$ cat config.mk
export PLATFORM = sky130hd
export DESIGN_NAME = regfile_sb
export DESIGN_NICKNAME = d
export VERILOG_FILES = /design/src/rtl/regfile_sb.sv
export SDC_FILE = /design/constraint.sdc
export NUM_CORES = 2
export LEC_CHECK = 0
export BUFFER_PORTS_ARGS = -buffer_cell sky130_fd_sc_hd__clkbuf_2
export CORE_ASPECT_RATIO = 0.5
export CORE_MARGIN = 2
export CORE_UTILIZATION = 29
export CTS_BUF_LIST = sky130_fd_sc_hd__clkbuf_2 sky130_fd_sc_hd__clkbuf_4 sky130_fd_sc_hd__clkbuf_8
export DETAILED_ROUTE_END_ITERATION = 7
export PLACE_DENSITY = 0.47
export SLEW_MARGIN = 20
export SYNTH_ARGS = -nofsm -noshare
export SYNTH_HDL_FRONTEND = slang
export SYNTH_SLANG_ARGS = --single-unit
$ cat constraint.sdc
create_clock -name clk -period 8.98 [get_ports clk]
set_input_delay 0.898 -clock clk [delete_from_list [all_inputs] [get_ports clk]]
set_output_delay 0.898 -clock clk [all_outputs]
set_load 0.02 [all_outputs]
$ cat src/rtl/regfile_sb.sv
// regfile_sb: multi-port register file with writeback bypass and per-register
// pending-write counters for RAW hazard detection.
module regfile_sb #(
  parameter int WIDTH  = 32,
  parameter int DEPTH  = 32,
  parameter int NUM_RD = 2,
  parameter int CNT_W  = 2,
  localparam int AW    = $clog2(DEPTH)
) (
  input  logic                    clk,
  input  logic                    rst_n,
  input  logic [NUM_RD*AW-1:0]    rd_addr,
  output logic [NUM_RD*WIDTH-1:0] rd_data,
  output logic [NUM_RD-1:0]       rd_pend,
  input  logic                    iss_valid,
  input  logic [AW-1:0]           iss_dest,
  output logic                    iss_ready,
  input  logic                    wb0_en,
  input  logic [AW-1:0]           wb0_dest,
  input  logic [WIDTH-1:0]        wb0_data,
  input  logic                    wb1_en,
  input  logic [AW-1:0]           wb1_dest,
  input  logic [WIDTH-1:0]        wb1_data,
  input  logic                    flush,
  output logic                    err
);
  localparam logic [CNT_W-1:0] CNT_MAX = '1;
  localparam int SW = CNT_W + 2;
  logic [WIDTH-1:0] mem_q [DEPTH];
  logic [WIDTH-1:0] mem_d [DEPTH];
  logic [CNT_W-1:0] cnt_q [DEPTH];
  logic [CNT_W-1:0] cnt_d [DEPTH];
  logic [1:0]       dec   [DEPTH];
  logic [DEPTH-1:0] hit0, hit1, udf;
  logic [SW-1:0]    sum;
  logic             err_q, err_d;
  always_comb begin
    for (int r = 0; r < DEPTH; r++) begin
      hit0[r] = wb0_en && wb0_dest == AW'(r) && r != 0;
      hit1[r] = wb1_en && wb1_dest == AW'(r) && r != 0;
      dec[r]  = {1'b0, hit0[r]} + {1'b0, hit1[r]};
    end
  end
  // A writeback landing this cycle frees a slot, so a full counter can still accept
  assign iss_ready = flush || iss_dest == '0 || cnt_q[iss_dest] != CNT_MAX ||
                     hit0[iss_dest] || hit1[iss_dest];
  always_comb begin
    sum = '0;
    udf = '0;
    for (int r = 0; r < DEPTH; r++) begin
      mem_d[r] = hit1[r] ? wb1_data : hit0[r] ? wb0_data : mem_q[r];
      sum      = SW'(cnt_q[r]) + SW'(iss_valid && iss_ready && iss_dest == AW'(r) && r != 0);
      udf[r]   = SW'(dec[r]) > sum;
      cnt_d[r] = (flush || udf[r]) ? '0 : CNT_W'(sum - SW'(dec[r]));
    end
    err_d = err_q || (!flush && |udf);
  end
  for (genvar i = 0; i < NUM_RD; i++) begin : g_rd
    logic [AW-1:0] a;
    assign a = rd_addr[i*AW +: AW];
    assign rd_data[i*WIDTH +: WIDTH] = a == '0 ? '0 : hit1[a] ? wb1_data :
                                       hit0[a] ? wb0_data : mem_q[a];
    assign rd_pend[i] = a != '0 && SW'(cnt_q[a]) > SW'(dec[a]);
  end
  always_ff @(posedge clk or negedge rst_n) begin
    if (!rst_n) begin
      for (int r = 0; r < DEPTH; r++) begin
        mem_q[r] <= '0;
        cnt_q[r] <= '0;
      end
      err_q <= 1'b0;
    end else begin
      mem_q <= mem_d;
      cnt_q <= cnt_d;
      err_q <= err_d;
    end
  end
  assign err = err_q;
endmodule

==> summary.md <==
The run finished with clean final reports. STA puts the critical path data required time at 8.08 ns. The peak ir drop on the vdd network is 0.106 mV, and the count of buffer and inverter cells on the critical path is 5.

Routed wire length: 349000 um. The via count of the first global-routing pass was 60400. The synthesized design contains 1055 register bits. The finished cells cover 81300 um2.

The run gives 0.291 as the initial standard-cell utilization of the core. The tightest min-delay check is of the register to register type. Entering global routing, the biggest net connects 132 pins.

The synthesized design spends more area on one cell type than any other, namely sky130_fd_sc_hd__dfrtp_1. The sink count of the clock tree is 1055, and the final-report setup violation count is 0. In this design, the stage delay of the slowest critical-path cell is 0.71 ns.

Summing all placed instances gives a cell area of 77500 um2. The number of cells traversed by the worst hold path is 2. The H-tree was split into 4 levels. The final count of hold timing violations was 0. The area share of the leading cell type in the synthesized netlist was 0.357.

Leaving out fill and tap cells, the most frequent cell in the layout is sky130_fd_sc_hd__mux2i_1. The tools report the leakage power figure as 35.6 nW. The tools report the number of DRC markers in iteration 0 as 7368. Input and output buffers added on the ports amount to 162. Final estimated routing congestion in global placement: 0.882.

The iteration count of the initial detailed-routing pass is 5. Timing analysis after detailed placement gives a worst setup slack of 2.48 ns. The routed layout has 62300 vias. Each instance of the synthesized netlist takes up on average 10.1 um2.

The fmax was 152 MHz; the count of antenna-violating nets left after detailed routing was 0. In the routed design, unresolved DRC markers number 0. The fill cell instance count of the final layout is 26300, and the total congestion overflow after global routing is 0. Final worst-path cycle share: 0.733.

Setup repair after global routing left no endpoint under its margin. The signal on the critical path passes through clkbuf_2 > nand2b_1 > nor2_4 > buf_4 > buf_4 > inv_1 > ha_4 > mux4_2 > mux4_2 > mux2_2 > ha_1 > a221oi_1 > clkbuf_2. The data arrival time at the worst-slack endpoint was 5.69 ns; the summed instance area of the synthesized netlist was 74000 um2. The total power divided by cell area was 190 nW/um2. Counting cells, the worst reg-to-reg path comes to 17. The floorplan step set the die width to 719 um.

The clock arrives with 0.0264 ns of skew. The Yosys step of the flow raised 0 warnings. The number of antenna violations at the first check in global routing is 37, and the aggregate negative setup slack is 0 ns. The biggest fanout along the worst timing path is 21. After detailed routing, the number of vias per cell comes to 5.91. Post-synthesis async set-or-reset flop share: 1.00. Relative to the synthesized area, the layout overhead comes to 9.82%. After detailed routing, the average wire length per cell comes to 33.1 um. At the pin with the least slew margin, the transition time is 1.30 ns. Die outline height: 361 um. In the layout the commonest cells are sky130_fd_sc_hd__mux2i_1, sky130_fd_sc_hd__nand2_1, sky130_fd_sc_hd__o21ai_0. The later pin in the worst-skew pair is clocked with a latency of 0.92 ns.

Max-cap violations in this run came to 0. Category of the critical setup timing path: input port to primary output. The floorplan step defined a die boundary enclosing 260000 um2. On the critical path, the stage with the largest delay is an instance of sky130_fd_sc_hd__buf_4.

Grouping stages by cell kind, the critical path spends the most delay in buffers and inverters. For the register area share after synthesis, the log shows 0.357. Setup slack on the critical path of the routed design comes to 2.40 ns. Pin placement for this block handled 163 I/O pins. The clock passes through at most 4 buffers. In this run the number of cells on the critical path is 13. The number of nets at the end of the flow was 7341; the wire length of the first global-routing pass was 487000 um. Synthesis produced 7358 cells. For the total count of max-transition violations in the final report, the log shows 0. The run gives 7674 as the post-synth net total. The worst setup path is captured at a primary output. The master cell of the clock root buffer was sky130_fd_sc_hd__clkbuf_8.

For the global router's overall resource usage, the log shows 0.261. Most frequently used flop master after synthesis: sky130_fd_sc_hd__dfrtp_1. The number of buffers added by the clock tree synthesis step was 195; the core outline area was 254000 um2. Yosys mapped a number of flops with a built-in enable equal to 0. The relative max-transition margin is 0.132, and the share of cells above drive strength 1 is 0.185.

STA classifies the critical path startpoint as an input port. Synthesis instantiated 87 different standard cells from the library. The core occupancy in the finished layout was 0.320. The floorplan has 131 rows. In the post-synthesis netlist, the biggest area contributors are sky130_fd_sc_hd__dfrtp_1, sky130_fd_sc_hd__mux2i_1, sky130_fd_sc_hd__mux4_2. Counting I/O delays and the setup requirement, the final critical path takes 6.58 ns. Summed over all nets, the half-perimeter wirelength after detailed placement is 206000 um. The clock slew seen by the registers of the worst setup and hold paths was 0.05 ns.

TritonCTS built the clock tree.
timing repair:
item / CTS / global route
gates resized for setup: 0 / 0
hold endpoints to repair: 70 / 0
setup buffers: 0 / 0
hold buffers: 1 / 0
through the flow:
step | total power, mW | hold WS, ns | std cells
3_5_place_dp | 10.6 | 0.485 | 10200
5_1_grt | 16.2 | 0.516 | 10500
4_1_cts | 15.4 | 0.457 | 10500
6_report | 15.5 | 0.490 | 10500
3_3_place_gp | 10.5 | 0.474 | 10200
2_1_floorplan | 9.19 | 0.460 | 7358
registers in the layout (all words and copies together) (netlist names):
name   flops
cnt_q     62
err        1
mem_q    992
final cells by class:
type / instances / area (um2) / area share
multi-input combinational: 5267 / 43900 / 0.539
clock buffer: 285 / 3570 / 0.0439
clock inverter: 22 / 174 / 0.00214
timing repair buffer: 341 / 2400 / 0.0295
antenna: 10 / 25.0 / 0.000308
inverter: 165 / 637 / 0.00783
sequential: 1055 / 26400 / 0.325
tap: 3391 / 4240 / 0.0522
metal layers:
| metal | routed length (um) | track usage |
|---|---|---|
| met5 | 90 | 0 |
| met4 | 18700 | 0.125 |
| met2 | 147000 | 0.384 |
| met1 | 150000 | 0.359 |
| met3 | 33200 | 0.0659 |
cells by family (layout without fill, tap and decap cells):
| kind of cell | Yosys count | after routing | synth area share |
|---|---|---|---|
| adder cells (fa/ha/maj) | 221 | 221 | 0.0373 |
| buffers and inverters | 1036 | 813 | 0.0598 |
| AO/OA/AOI/OAI | 1578 | 1578 | 0.123 |
| multiplexers | 1741 | 1741 | 0.319 |
| AND/OR/NAND/NOR | 1679 | 1679 | 0.0988 |
| XOR/XNOR | 48 | 48 | 0.00578 |
| flip-flops | 1055 | 1055 | 0.357 |
| other | 0 | 10 | 0 |
cells in the mapped netlist, types with 9 or more instances:
library cell / count
sky130_fd_sc_hd__clkbuf_2: 12
sky130_fd_sc_hd__nor2b_1: 60
sky130_fd_sc_hd__a22o_1: 14
sky130_fd_sc_hd__a31oi_1: 40
sky130_fd_sc_hd__a22oi_1: 64
sky130_fd_sc_hd__o31ai_1: 56
sky130_fd_sc_hd__buf_6: 11
sky130_fd_sc_hd__a221oi_1: 70
sky130_fd_sc_hd__xor2_1: 36
sky130_fd_sc_hd__mux4_2: 485
sky130_fd_sc_hd__a211oi_1: 9
sky130_fd_sc_hd__nand4_1: 32
sky130_fd_sc_hd__nand2b_1: 55
sky130_fd_sc_hd__o21ai_0: 1090
sky130_fd_sc_hd__o21ai_1: 9
sky130_fd_sc_hd__inv_1: 155
sky130_fd_sc_hd__dfrtp_1: 1055
sky130_fd_sc_hd__buf_1: 98
sky130_fd_sc_hd__nor3_1: 67
sky130_fd_sc_hd__buf_2: 232
sky130_fd_sc_hd__a221o_1: 22
sky130_fd_sc_hd__nand2_1: 1179
sky130_fd_sc_hd__o22ai_1: 42
sky130_fd_sc_hd__o311a_1: 26
sky130_fd_sc_hd__mux2_2: 76
sky130_fd_sc_hd__ha_1: 221
sky130_fd_sc_hd__xnor2_1: 11
sky130_fd_sc_hd__buf_4: 40
sky130_fd_sc_hd__nor2_1: 134
sky130_fd_sc_hd__a21oi_1: 89
sky130_fd_sc_hd__nand3_1: 57
sky130_fd_sc_hd__clkbuf_1: 478
sky130_fd_sc_hd__mux2i_1: 1180
sky130_fd_sc_hd__inv_2: 10
power breakdown:
part	switching [mW]	internal [mW]	leakage (nW)	total, mW
clock	2.33	2.56	2.01	4.90
combinational	2.10	1.76	20.1	3.85
sequential	0.857	5.85	13.5	6.70
worst paths after layout:
| check | start | end | slack, ns |
|---|---|---|---|
| max in group asynchronous | rst_n | cnt_q[49]$_DFF_PN0_ | 6.18 |
| setup / recovery | wb1_dest[4] | rd_pend[1] | 2.40 |
| hold / removal | mem_q[443]$_DFFE_PN0P_ | mem_q[443]$_DFFE_PN0P_ | 0.49 |
| min in group asynchronous | rst_n | mem_q[197]$_DFFE_PN0P_ | 0.51 |
| setup reg to reg | cnt_q[18]$_DFF_PN0_ | err$_DFF_PN0_ | 4.18 |
| hold reg to reg | mem_q[443]$_DFFE_PN0P_ | mem_q[443]$_DFFE_PN0P_ | 0.49 |
worst register-to-register path, stage by stage (launching register included):
cell	delay, ns
sky130_fd_sc_hd__dfrtp_1	0.47
sky130_fd_sc_hd__nand2_1	0.16
sky130_fd_sc_hd__o211ai_1	0.20
sky130_fd_sc_hd__a21oi_1	0.14
sky130_fd_sc_hd__a2111oi_0	0.43
sky130_fd_sc_hd__nor4b_4	0.27
sky130_fd_sc_hd__buf_4	0.46
sky130_fd_sc_hd__nor3_1	0.16
sky130_fd_sc_hd__ha_1	0.21
sky130_fd_sc_hd__ha_1	0.27
sky130_fd_sc_hd__inv_1	0.04
sky130_fd_sc_hd__ha_1	0.32
sky130_fd_sc_hd__nor2b_1	0.14
sky130_fd_sc_hd__o21ai_0	0.31
sky130_fd_sc_hd__nand4_1	0.26
sky130_fd_sc_hd__nor4_1	0.45
sky130_fd_sc_hd__a21oi_1	0.13
sky130_fd_sc_hd__or2_2	0.30
Power figures use the tool's default switching activity.
